--- src/rtl/branch_predict_unit.sv ---
// Direct-mapped BTB with per-entry saturating counters, EX-stage misprediction detection
// and branch/mispredict statistics.
module branch_predict_unit #(
   parameter int unsigned ENTRIES  = 16,
   parameter int unsigned CTR_BITS = 2
) (
   input  logic        clk,
   input  logic        reset,
   input  logic        clear,
   input  logic [31:0] lookup_pc,
   output logic        pred_taken,
   output logic [31:0] pred_target,
   input  logic        ex_valid,
   input  logic [31:0] ex_pc,
   input  logic        ex_taken,
   input  logic [31:0] ex_target,
   input  logic        ex_pred_taken,
   input  logic [31:0] ex_pred_target,
   output logic        mispredict,
   output logic [31:0] redirect_pc,
   output logic [31:0] branch_count,
   output logic [31:0] mispredict_count
);

   localparam int unsigned IDX_W = $clog2(ENTRIES);
   localparam int unsigned TAG_W = 30 - IDX_W;

   localparam logic [CTR_BITS-1:0] CTR_MAX  = {CTR_BITS{1'b1}};
   localparam logic [CTR_BITS-1:0] CTR_ZERO = {CTR_BITS{1'b0}};
   localparam logic [CTR_BITS-1:0] CTR_WT   = {1'b1, {(CTR_BITS-1){1'b0}}};
   localparam logic [CTR_BITS-1:0] CTR_WNT  = {1'b0, {(CTR_BITS-1){1'b1}}};

   logic                valid_q  [ENTRIES];
   logic [TAG_W-1:0]    tag_q    [ENTRIES];
   logic [31:0]         target_q [ENTRIES];
   logic [CTR_BITS-1:0] ctr_q    [ENTRIES];
   logic [31:0]         branch_count_q;
   logic [31:0]         mispredict_count_q;

   logic [IDX_W-1:0] lk_idx;
   logic [TAG_W-1:0] lk_tag;
   logic             lk_hit;
   logic [IDX_W-1:0] ex_idx;
   logic [TAG_W-1:0] ex_tag;
   logic             ex_hit;

   always_comb begin
      lk_idx      = lookup_pc[IDX_W+1:2];
      lk_tag      = lookup_pc[31:IDX_W+2];
      lk_hit      = valid_q[lk_idx] && (tag_q[lk_idx] == lk_tag);
      pred_taken  = lk_hit && ctr_q[lk_idx][CTR_BITS-1];
      pred_target = pred_taken ? target_q[lk_idx] : lookup_pc + 32'd4;
   end

   always_comb begin
      ex_idx      = ex_pc[IDX_W+1:2];
      ex_tag      = ex_pc[31:IDX_W+2];
      ex_hit      = valid_q[ex_idx] && (tag_q[ex_idx] == ex_tag);
      mispredict  = ex_valid && ((ex_pred_taken != ex_taken) ||
                                 (ex_taken && (ex_pred_target != ex_target)));
      redirect_pc = ex_taken ? ex_target : ex_pc + 32'd4;
   end

   always_ff @(posedge clk) begin
      if (reset) begin
         for (int i = 0; i < ENTRIES; i++) begin
            valid_q[i] <= 1'b0;
            ctr_q[i]   <= CTR_WNT;
         end
         branch_count_q     <= '0;
         mispredict_count_q <= '0;
      end else begin
         // Statistics keep counting even while the table is being cleared.
         if (ex_valid) begin
            if (branch_count_q != 32'hFFFF_FFFF) branch_count_q <= branch_count_q + 32'd1;
            if (mispredict && (mispredict_count_q != 32'hFFFF_FFFF)) begin
               mispredict_count_q <= mispredict_count_q + 32'd1;
            end
         end
         if (clear) begin
            for (int i = 0; i < ENTRIES; i++) valid_q[i] <= 1'b0;
         end else if (ex_valid) begin
            if (ex_hit) begin
               if (ex_taken) begin
                  target_q[ex_idx] <= ex_target;
                  if (ctr_q[ex_idx] != CTR_MAX) ctr_q[ex_idx] <= ctr_q[ex_idx] + 1'b1;
               end else if (ctr_q[ex_idx] != CTR_ZERO) begin
                  ctr_q[ex_idx] <= ctr_q[ex_idx] - 1'b1;
               end
            end else if (ex_taken) begin
               valid_q[ex_idx]  <= 1'b1;
               tag_q[ex_idx]    <= ex_tag;
               target_q[ex_idx] <= ex_target;
               ctr_q[ex_idx]    <= CTR_WT;
            end
         end
      end
   end

   assign branch_count     = branch_count_q;
   assign mispredict_count = mispredict_count_q;

endmodule

--- config.mk ---
export PLATFORM = sky130hd
export DESIGN_NAME = branch_predict_unit
export DESIGN_NICKNAME = d
export VERILOG_FILES = /design/src/rtl/branch_predict_unit.sv
export SDC_FILE = /design/constraint.sdc
export NUM_CORES = 2
export LEC_CHECK = 0
export CORE_ASPECT_RATIO = 1.4
export CORE_MARGIN = 1
export CORE_UTILIZATION = 54
export CTS_BUF_LIST = sky130_fd_sc_hd__clkbuf_8 sky130_fd_sc_hd__clkbuf_16
export CTS_CLUSTER_DIAMETER = 150
export CTS_CLUSTER_SIZE = 25
export DETAILED_ROUTE_END_ITERATION = 10
export PLACE_DENSITY_LB_ADDON = 0.3
export SYNTH_ARGS = -nofsm -noshare
export SYNTH_HDL_FRONTEND = slang
export SYNTH_SLANG_ARGS = --single-unit
--- constraint.sdc ---
create_clock -name clk -period 8.25 [get_ports clk]
set_input_delay 2.475 -clock clk [delete_from_list [all_inputs] [get_ports clk]]
set_output_delay 2.475 -clock clk [all_outputs]
set_load 0.05 [all_outputs]
== After elaboration in Yosys (flattened, before gate mapping) ==
Memory sizes are Yosys's and may differ from the RTL's.
Index checks and enable logic that the tools add are counted.
Word-level totals
  register bits: 64
  word-level logic and storage cells: 107
  RAM bits: 976
  input port bits: 134
  memories kept: 4
  output and inout bits: 130
Cells by class
  $add $sub $neg: 6
  bitwise gates (word level): 19
  multiplexer cells: 57
  eq/ne operators: 7
  reduce and logical (&&, ||, !) cells: 12
Memory list
  target_q: words 16, bits a word 32, rd ports 1, clocked after memory_dff 0, write ports 1, line 35  | logic [31:0] target_q [ENTRIES];
  tag_q: words 16, bits a word 26, rd ports 2, clocked after memory_dff 0, write ports 1, line 34  | logic [TAG_W-1:0] tag_q [ENTRIES];
  ctr_q: words 16, bits a word 2, rd ports 2, clocked after memory_dff 0, write ports 16, line 36  | logic [CTR_BITS-1:0] ctr_q [ENTRIES];
  valid_q: words 16, bits a word 1, rd ports 2, clocked after memory_dff 0, write ports 16, line 33  | logic valid_q [ENTRIES];
Operators by type and width (count)
  $mux W32: 3
  $add A32 B1 Y32 const B: 2
  $add A32 B3 Y32 const B: 2
  $ne A32 B32 Y1 const B: 2
  $eq A26 B26 Y1: 2
  $mux W1: 49
  $ne A32 B32 Y1: 1
  $or A1 B1 Y1: 19
  $mux W4: 2
  $logic_and A1 B1 Y1: 6
  $mux W2: 3
  $reduce_and A2 Y1: 2
  $add A2 B1 Y2 const B: 1
  $ne A2 B2 Y1 const B: 1
  $reduce_bool A2 Y1: 1
  $reduce_or A2 Y1: 1
  $sub A2 B1 Y2 const B: 1
  $logic_or A1 B1 Y1: 1
  $ne A1 B1 Y1: 1
  $reduce_or A1 Y1: 1

== Logic depth before layout (Yosys ltp) ==
An unclocked memory read counts as a cell.
  word-level depth: 13
  mapped depth: 16
  gate-level depth less buffers: 9

== Worst setup path before layout ==
Ideal clock, no wire load.
  kind: in2out
  start point: input lookup_pc[2]
  end point: output pred_taken
  data arrival time: 6.444 ns
  buffers on the path: 4
  path slack: -0.669 ns
  required time: 5.775 ns
  cell stages on the path: 12
  cells stage by stage: buf_2 > buf_4 > buf_2 > buf_2 > mux4_2 > mux2i_1 > mux2i_1 > xor2_1 > nor2_1 > nor4bb_1 > nand4_1 > nor4_1
Between the ends
  longest elaborated chain between the ends: 4
  elaborated cells on any way between the ends: 6
  those cells by class: 1 x eq/ne; 2 x reduce/logical; 3 x memory
RTL lines
  start, declared: line 10  | input logic [31:0] lookup_pc,
  $mem_v2 Z16 W26
  $eq A26 B26 Y1: line 50  | lk_hit = valid_q[lk_idx] && (tag_q[lk_idx] == lk_tag);
  $logic_and A1 B1 Y1: line 50
  $logic_and A1 B1 Y1 (*): line 51  | pred_taken = lk_hit && ctr_q[lk_idx][CTR_BITS-1];
  end, declared: line 11  | output logic pred_taken,
Every way passes the cells marked *; elsewhere a longest branch is shown, timed or not.

== Worst setup path in the final report ==
  start point: input lookup_pc[2]
  end point: output pred_target[10]
Between the ends
  longest elaborated chain between the ends: 5
  elaborated cells on any way between the ends: 9
  those cells by class: 1 x add/sub; 1 x eq/ne; 1 x mux; 2 x reduce/logical; 4 x memory
RTL lines
  $mem_v2 Z16 W26
  $eq A26 B26 Y1: line 50
  $logic_and A1 B1 Y1: line 50
  $logic_and A1 B1 Y1: line 51
  $mux W32 (*): line 52  | pred_target = pred_taken ? target_q[lk_idx] : lookup_pc + 32'd4;
  end, declared: line 12  | output logic [31:0] pred_target,
Marks and branches as above.

==> reports/metrics.cfg <==
[timing]
post-route-period-util_pct=99.5
finalMaxSlewViolations=0
rsz0062_at_grt=true
finalHoldViolations=0
max_freq_mhz=122
slew_headroom_pct=15.4
setup_viol=0
tightest_slew_ps=1260
layout_min_cycle_time_ps=8210
fin_ws_ps=40.0
final.setup_skew_ps=39.7

[logic_synthesis]
synth_cell_types=72
ys.flop_type=edfxtp_1
synth.area.mux_share_pct=21.3
netlist_instances=2640
synth_fp_nets=2781
synthSimpleGateAreaFrac_pct=5.29
yosys-top-cells-count=960 x edfxtp_1, 386 x mux4_2, 144 x nand2_1
synth_largest_area_cell=edfxtp_1
synthXorXnorAreaFrac_pct=3.14
synth.top_cell.area_share_pct=61.5
synth_fa_ha_area_share_pct=0.187
synth_warnings=0
avgSynthCellArea_sq_um=17.8
async_flop_share_pct=0
yosysSeqAreaShare_pct=64.9
synthTopCellsByArea=edfxtp_1 61%, mux4_2 19%, dfxtp_1 3.4%
synth_area_sq_mm=0.0469
synth_edf_count=960
synth-compound-area-share_pct=3.21
yosysMostFrequentCell=edfxtp_1
ys_ff_latch=1040
synth_top_family_by_area=multiplexers

[placed_design]
dpl.hpwl_um=91800
gp_congestion=0.953
place_ws_ps=-210
io_buffer_count=263

[critical_path]
crit_path_start_kind=primary input
worstPathMaxFanout=7
crit_type=primary input to primary output
cp_data_arrival_time_ps=5730
rrSetupSlack_ps=3790
crit_required_ps=5780
end_kind=primary output

[die]
num_rows=127
initial_core_util_pct=54.7
pin_count=264
die_w_um=251
die_y_um=351
core_sq_mm=0.0858
die_area_sq_mm=0.0881

[route]
via_count=28400
dr.pass1.iters=6
wirelength_um=141000
via_per_inst=6.88
drtIter0Drc=3202
drc=0
avgRoutedWirePerCell_um=34.2
final_antenna_net_count=0

[clock_tree]
numCtsBuffers=47
cts_tree=done
cts-hold-fix-buffers=0
clk_path_buf_depth=3
htree_levels=2
clk_pin_slew_ps=100
clock-sinks=1040
cts_root_buf=clkbuf_16
clk_latency_ps=660

[global_routing]
grt_max_degree=74
overflow=0
grt_use_total_pct=31.9
grt_pass1_wl_um=199000
antenna_found_initial=8
first_global_vias=28400

[run_status]
status=finished clean

[finish]
utilization_pct=63.1
drive_above_1_share_pct=27.4
fill_cells=5968
nets=3146
syn_to_final_growth_pct=15.4

[power_and_ir_drop]
ir_drop_mv=0.144
power_density_mw_per_mm2=177
leakagePower_nw=17.6
total_power_w=0.00957

[hold_path]
holdCritPathClass=flop to flop

[flow_run]
maxCapViolCount=0

## placed cells by master (no fill, tap or decap), types with 73 or more instances in the layout
cell type and n:
dfxtp_1 80, nand2_1 144, xnor2_1 79, buf_4 182
mux2i_1 73, nor2_1 84, clkdlybuf4s50_1 193, mux4_2 386
xor2_1 85, edfxtp_1 960
## kinds of logic after synthesis
| family | count (synthesis) |
|---|---|
| buf+inv | 192 |
| simple gates | 495 |
| fa+ha+maj | 7 |
| mux | 507 |
| compound gates | 231 |
| flops | 1040 |
| xor+xnor | 168 |
## state kept, by name (all words and copies together), names as in the netlist
signal,count
valid_q,16
branch_count,32
target_q,512
ctr_q,32
mispredict_count,32
tag_q,416
## through the flow
step	instances	setup TNS, ps	hold slack (ps)	cell area (sq um)
after CTS	4112	0	476	53700
after global routing	4125	-1510	500	54100
final	4126	0	481	54100
after detailed placement	4037	-4850	462	52200
after floorplan	2640	-113	435	46900
after global placement	4037	-4490	456	52200
## worst paths after layout
kind / from / endpoint / cells after the start
worst min register to register: valid_q[8]$_DFF_P_ / valid_q[8]$_DFF_P_ / 2
worst max-delay path: lookup_pc[2] / pred_target[10] / 13
worst min-delay path: valid_q[8]$_DFF_P_ / valid_q[8]$_DFF_P_ / 2
worst max register to register: tag_q[6][14]$_DFFE_PP_ / ctr_q[13][0]$_SDFFCE_PN1P_ / 9
## report_power, final
group | total [W] | internal, W | leakage, nW | switching [W]
Clock | 0.00265 | 0.00106 | 0.705 | 0.00158
Combinational | 0.00113 | 0.000489 | 7.53 | 0.000644
Sequential | 0.00578 | 0.00577 | 9.32 | 0.0000132
## area by class of cell
type	instances	area (sq um)	share of cell area (%)
antenna	5	12.5	0.0231
timing repair buffer	474	5020	9.28
multi-input combinational	1408	15900	29.3
tap	1096	1370	2.53
clock buffer	48	1200	2.22
clock inverter	21	104	0.192
sequential	1040	30400	56.2
inverter	34	128	0.236
## metal layers
layer | vias to the layer above | track usage [%] | share of wire, %
li1 | 11500 | - | -
met1 | 14700 | 39.5 | 34
met2 | 1817 | 53.1 | 50
met3 | 344 | 6.12 | 9.7
met4 | 4 | 18.0 | 6.0
met5 | - | 0 | 0.019
## what timing repair did
item                       in CTS  in global routing
setup endpoints to repair      32                 32
pin swaps                       4                  9
setup buffers                   4                  5
cloned                          2                  4
gates resized for setup        10                 81
## worst max-delay path: stages
cell      delay (ps)
buf_16           120
buf_4            130
mux4_2           550
a211oi_2         260
a21oi_1           80
xor2_1           200
or4b_4           570
nor4_4           320
buf_4            170
buf_12           170
buf_12           150
mux2_2           350
buf_6            160
Note: power is estimated with default switching activity, not from simulation.
